==> src/rtl/riscv_v_bypass_history.sv <==
// Vector write-history bypass: forwards per-byte data from the youngest matching in-flight RF write.
// Latency: zero-cycle combinational forwarding from registered history; a write is visible the cycle after capture.
// Backpressure: none; history shifts only on advance, holds otherwise, and flush drops every entry.
module riscv_v_bypass_history #(
    parameter int DATA_WIDTH   = 128,
    parameter int NUM_BYTES    = DATA_WIDTH / 8,
    parameter int ADDR_WIDTH   = 5,
    parameter int DEPTH        = 4,
    parameter int NUM_RD_PORTS = 3,
    parameter int CNT_WIDTH    = $clog2(DEPTH + 1)
) (
    input  logic                               clk,
    input  logic                               rst,
    input  logic                               advance,
    input  logic                               flush,
    input  logic                               wr_valid,
    input  logic [ADDR_WIDTH-1:0]              wr_addr,
    input  logic [NUM_BYTES-1:0]               wr_be,
    input  logic [DATA_WIDTH-1:0]              wr_data,
    input  logic [NUM_RD_PORTS*ADDR_WIDTH-1:0] rd_addr,
    input  logic [NUM_RD_PORTS*DATA_WIDTH-1:0] rd_data_in,
    output logic [NUM_RD_PORTS*DATA_WIDTH-1:0] rd_data_out,
    output logic [NUM_RD_PORTS*NUM_BYTES-1:0]  rd_hit_be,
    output logic [CNT_WIDTH-1:0]               occupancy
);

    // One in-flight RF write; entry 0 is the youngest.
    typedef struct packed {
        logic                  vld;
        logic [ADDR_WIDTH-1:0] addr;
        logic [NUM_BYTES-1:0]  be;
        logic [DATA_WIDTH-1:0] dat;
    } entry_t;

    entry_t                 hist [DEPTH];
    entry_t                 head_ent;
    logic [CNT_WIDTH-1:0]   occ_q;
    logic [CNT_WIDTH-1:0]   occ_inc;
    logic [CNT_WIDTH-1:0]   occ_dec;

    // Per-port, per-entry address/valid match, shared by all byte lanes of the port.
    logic [DEPTH-1:0]       addr_match [NUM_RD_PORTS];

    // Pack the pipeline-head write into an entry; a bubble still shifts in with vld=0.
    always_comb begin
        head_ent.vld  = wr_valid;
        head_ent.addr = wr_addr;
        head_ent.be   = wr_be;
        head_ent.dat  = wr_data;
    end

    // History shift register: reset clears everything, flush kills valids, advance shifts.
    always_ff @(posedge clk) begin
        if (rst) begin
            for (int i = 0; i < DEPTH; i++) begin
                hist[i] <= '0;
            end
        end else if (flush) begin
            for (int i = 0; i < DEPTH; i++) begin
                hist[i].vld <= 1'b0;
            end
        end else if (advance) begin
            hist[0] <= head_ent;
            for (int i = 1; i < DEPTH; i++) begin
                hist[i] <= hist[i-1];
            end
        end
    end

    // Occupancy delta for a shifting edge: one in from the head, one out from the tail.
    always_comb begin
        occ_inc = CNT_WIDTH'(wr_valid);
        occ_dec = CNT_WIDTH'(hist[DEPTH-1].vld);
    end

    // Registered valid-entry count; a simultaneous insert and retire cancel out.
    always_ff @(posedge clk) begin
        if (rst) begin
            occ_q <= '0;
        end else if (flush) begin
            occ_q <= '0;
        end else if (advance) begin
            occ_q <= occ_q + occ_inc - occ_dec;
        end
    end

    assign occupancy = occ_q;

    // Address match per port against every valid entry.
    always_comb begin
        for (int p = 0; p < NUM_RD_PORTS; p++) begin
            addr_match[p] = '0;
            for (int i = 0; i < DEPTH; i++) begin
                addr_match[p][i] = hist[i].vld &&
                                   (hist[i].addr == rd_addr[p*ADDR_WIDTH +: ADDR_WIDTH]);
            end
        end
    end

    // Per-byte merge: scan oldest to youngest so the youngest enabled match wins; else RF data.
    always_comb begin
        rd_data_out = rd_data_in;
        rd_hit_be   = '0;
        for (int p = 0; p < NUM_RD_PORTS; p++) begin
            for (int b = 0; b < NUM_BYTES; b++) begin
                for (int i = DEPTH - 1; i >= 0; i--) begin
                    if (addr_match[p][i] && hist[i].be[b]) begin
                        rd_data_out[(p*NUM_BYTES + b)*8 +: 8] = hist[i].dat[b*8 +: 8];
                        rd_hit_be[p*NUM_BYTES + b]            = 1'b1;
                    end
                end
            end
        end
    end

endmodule

==> config.mk <==
export PLATFORM = sky130hd
export DESIGN_NAME = riscv_v_bypass_history
export DESIGN_NICKNAME = d
export VERILOG_FILES = /design/src/rtl/riscv_v_bypass_history.sv
export SDC_FILE = /design/constraint.sdc
export NUM_CORES = 2
export LEC_CHECK = 0
export CAP_MARGIN = 20
export CELL_PAD_IN_SITES_DETAIL_PLACEMENT = 2
export CELL_PAD_IN_SITES_GLOBAL_PLACEMENT = 2
export CORE_AREA = 2 2 386 388
export CTS_CLUSTER_DIAMETER = 120
export DETAILED_ROUTE_END_ITERATION = 7
export DIE_AREA = 0 0 388 390
export HOLD_SLACK_MARGIN = 0.12
export PLACE_DENSITY = 0.82
export SYNTH_ARGS = -nofsm -noshare
export SYNTH_HDL_FRONTEND = slang
export SYNTH_SLANG_ARGS = --single-unit
==> constraint.sdc <==
create_clock -name clk -period 12.3 [get_ports clk]
set_clock_uncertainty 0.15 [all_clocks]
set_input_delay 1.23 -clock clk [delete_from_list [all_inputs] [get_ports clk]]
set_output_delay 1.23 -clock clk [all_outputs]
set_load 0.05 [all_outputs]
==> impl_metrics.ini <==
[final_layout]
post-route-util_pct = 38.90
synthToLayoutAreaGrowth_pct = 33.12
drive_gt1_share_pct = 5.716
instances_no_fill = 7497
finalNetCount = 6036

[critical_path]
critical-path-max-stage-delay_ns = 1.12
cp_cell_sequence = clkdlybuf4s50_1 -> xnor2_1 -> nand3_4 -> buf_4 -> buf_4 -> or3_1 -> a211oi_1 -> o311ai_0 -> clkdlybuf4s50_1
worstSetupPathType = in2out
cp.required_ns = 10.92
cp_slowest_cell = clkdlybuf4s50_1
cp-start-kind = primary input
crit_fanout = 48
arrival_ns = 6.46
worstSetupEndpointType = output pin

[route]
viasPerCell = 6.279
drtIter0Drc = 5087
num_vias = 47070
ant_nets = 0
wl_per_cell_um = 36.46
route.detailed.drc = 0
first_pass_iters = 5
wirelength_um = 273300

[synthesis]
ys_ff_latch = 603
syn_nets = 5302
async_flop_share_pct = 0
yosysSeqAreaShare_pct = 42.02
ys.flop_type = edfxtp_1
synth_warnings = 0
yosysUniqueCellTypes = 54
avgSynthCellArea_um2 = 9.059
synth_edf_count = 599
syn_area_mm2 = 0.04299
syn_inst = 4746

[floorplan]
dieArea_mm2 = 0.1513
pin_count = 988
dieHeight_um = 390
dieWidth_um = 388
initial_utilization_pct = 29.22
design.core.area_mm2 = 0.1471
rows = 141

[clock_tree]
post_cts_resized = 0
cts_sinks = 603
tritoncts = built
holdBufCountCts = 0
cts_buffers = 81
root_buffer = clkbuf_16
htreeDepth = 3
clk_pin_slew_worst_paths_ns = 0.07
cts_post_setup_buffers_inserted = 0
cts.path.max_buffers = 3
clk_latency_ns = 0.71

[placed_design]
gp_congestion = 0.9367
dp_cells = 7322
portBuffers = 987
place_hpwl_um = 194800

[grt]
grt_first_pass_wirelength_um = 382500
grt_max_degree = 197
first_global_vias = 49296
grt_usage_pct = 34.90
overflow = 0
antenna_found_initial = 46

[worst_hold_path]
hold_path_class = reg2reg

[status]
outcome = finished clean

[timing]
tns_ns = 0
finalHoldViolCount = 0
fin_crit_ns = 7.843
relSlewSlack_pct = 14.16
setup_violations = 0
rsz0062_at_grt = no
tightest_slew_ns = 1.271
max_freq_mhz = 127.5
min_period_over_period_pct = 63.77
drv_slew = 0
whs_ns = 0.4022

[flow_run]
cap_violations = 0

[power]
cellPowerDensity_mw_per_mm2 = 114.3
ir_worst_vdd_v = 0.0001027
p_leak_nw = 20.27
state kept, by name, summed over array words and instances (netlist names):
name	count
hist	600
occupancy	3
layout make-up:
type                            count  area (µm²)
Inverter                           10       37.54
Clock buffer                       95        2195
Multi-Input combinational cell   3697       23340
Timing Repair Buffer             1087       10660
Clock inverter                     54       466.7
Fill cell                       16077       89900
Antenna cell                       21       52.55
Tap cell                         1930        2415
Sequential cell                   603       18070
through the flow:
step	setup WS (ns)	total power [mW]	area [µm²]
global route	4.579	6.666	57210
finish	4.457	6.542	57230
CTS	4.523	6.529	57130
global placement	4.398	4.028	54440
floorplan	3.774	3.275	42990
detailed placement	4.523	4.056	54470
worst paths after layout:
check             cells after the start                to  slack, ns          from
setup / recovery                      9  rd_data_out[310]       4.46   rd_addr[12]
hold / removal                        1       hist[2][49]       0.40   hist[1][49]
setup reg to reg                     10      occupancy[2]       9.62  hist[3][149]
hold reg to reg                       1       hist[2][49]       0.40   hist[1][49]
power by group:
part | total [mW] | switching [mW] | leakage, nW | internal (mW)
Sequential | 2.59 | 0.149 | 6.35 | 2.44
Clock | 2.49 | 1.07 | 1.30 | 1.42
Combinational | 1.47 | 1.03 | 12.6 | 0.440
critical path, delay by kind of cell:
kind | cells | cell delay, ns
buffers and inverters | 4 | 2.98
AO/OA/AOI/OAI | 2 | 1.23
AND/OR/NAND/NOR | 2 | 0.69
XOR/XNOR | 1 | 0.21
cells by family after synthesis:
group,share of synthesized area [%]
xor gates and xnor gates,1.377
AOI/OAI and AO/OA,16.63
muxes,6.705
DFF,42.02
buffers and inverters,4.470
and+or+nand+nor,28.69
adders and majority gates,0.1048
cell usage after synthesis, types with 2 or more instances:
master	count	area (µm²)
nor3_2	13	130.1
nor2_1	336	1261
buf_6	3	33.78
xnor2_1	38	332.8
a211oi_1	384	2883
nand3b_1	43	322.8
o311ai_1	8	70.07
and3_1	15	93.84
a2111oi_0	2	17.52
clkbuf_1	254	953.4
nor3_1	728	3643
or3_1	74	462.9
and2_0	4	25.02
nor4_1	5	31.28
o21ai_0	24	120.1
a21o_1	8	60.06
a21boi_0	32	240.2
mux2i_1	288	2883
buf_4	28	210.2
ha_1	2	25.02
o221ai_1	16	140.1
o31ai_1	350	2628
nand4_1	48	300.3
nand2b_1	4	25.02
xor2_2	3	48.80
nand3_1	118	590.6
and2_1	646	4041
o311ai_0	6	52.55
buf_1	55	206.5
dfxtp_1	4	80.08
or2_2	7	43.79
buf_2	93	465.5
o21ai_1	35	175.2
or2_1	3	18.77
edfxtp_1	599	17990
o31a_1	77	674.4
clkbuf_2	3	15.01
inv_1	10	37.54
o21ai_2	6	52.55
xor2_1	19	166.4
nand2_1	342	1284
layout by cell type (no fill, tap or decap), drive strengths merged, types with 10 or more instances in the layout:
master,Yosys,final
clkdlybuf4s50,0,986
nor3,742,742
and2,650,650
edfxtp,599,599
a211oi,384,384
o31ai,350,350
nand2,343,343
nor2,336,336
mux2i,288,288
nand3,119,119
buf,179,100
clkbuf,257,96
o31a,77,77
or3,74,74
o21ai,65,65
nand4,48,48
nand3b,43,43
xnor2,39,39
clkinv,0,36
a21boi,32,32
xor2,23,23
diode,0,21
o221ai,16,16
and3,15,15
inv,10,14
o311ai,14,14
or2,10,10
metal layers:
metal / vias up / wire (µm) / global-route usage [%]
li1: 19367 / - / -
met2: 2765 / 128100 / 56.82
met4: 42 / 17400 / 19.87
met5: - / 272 / 0
met1: 24148 / 104100 / 42.25
met3: 748 / 23390 / 8.275
Power figures use the tool's default switching activity.
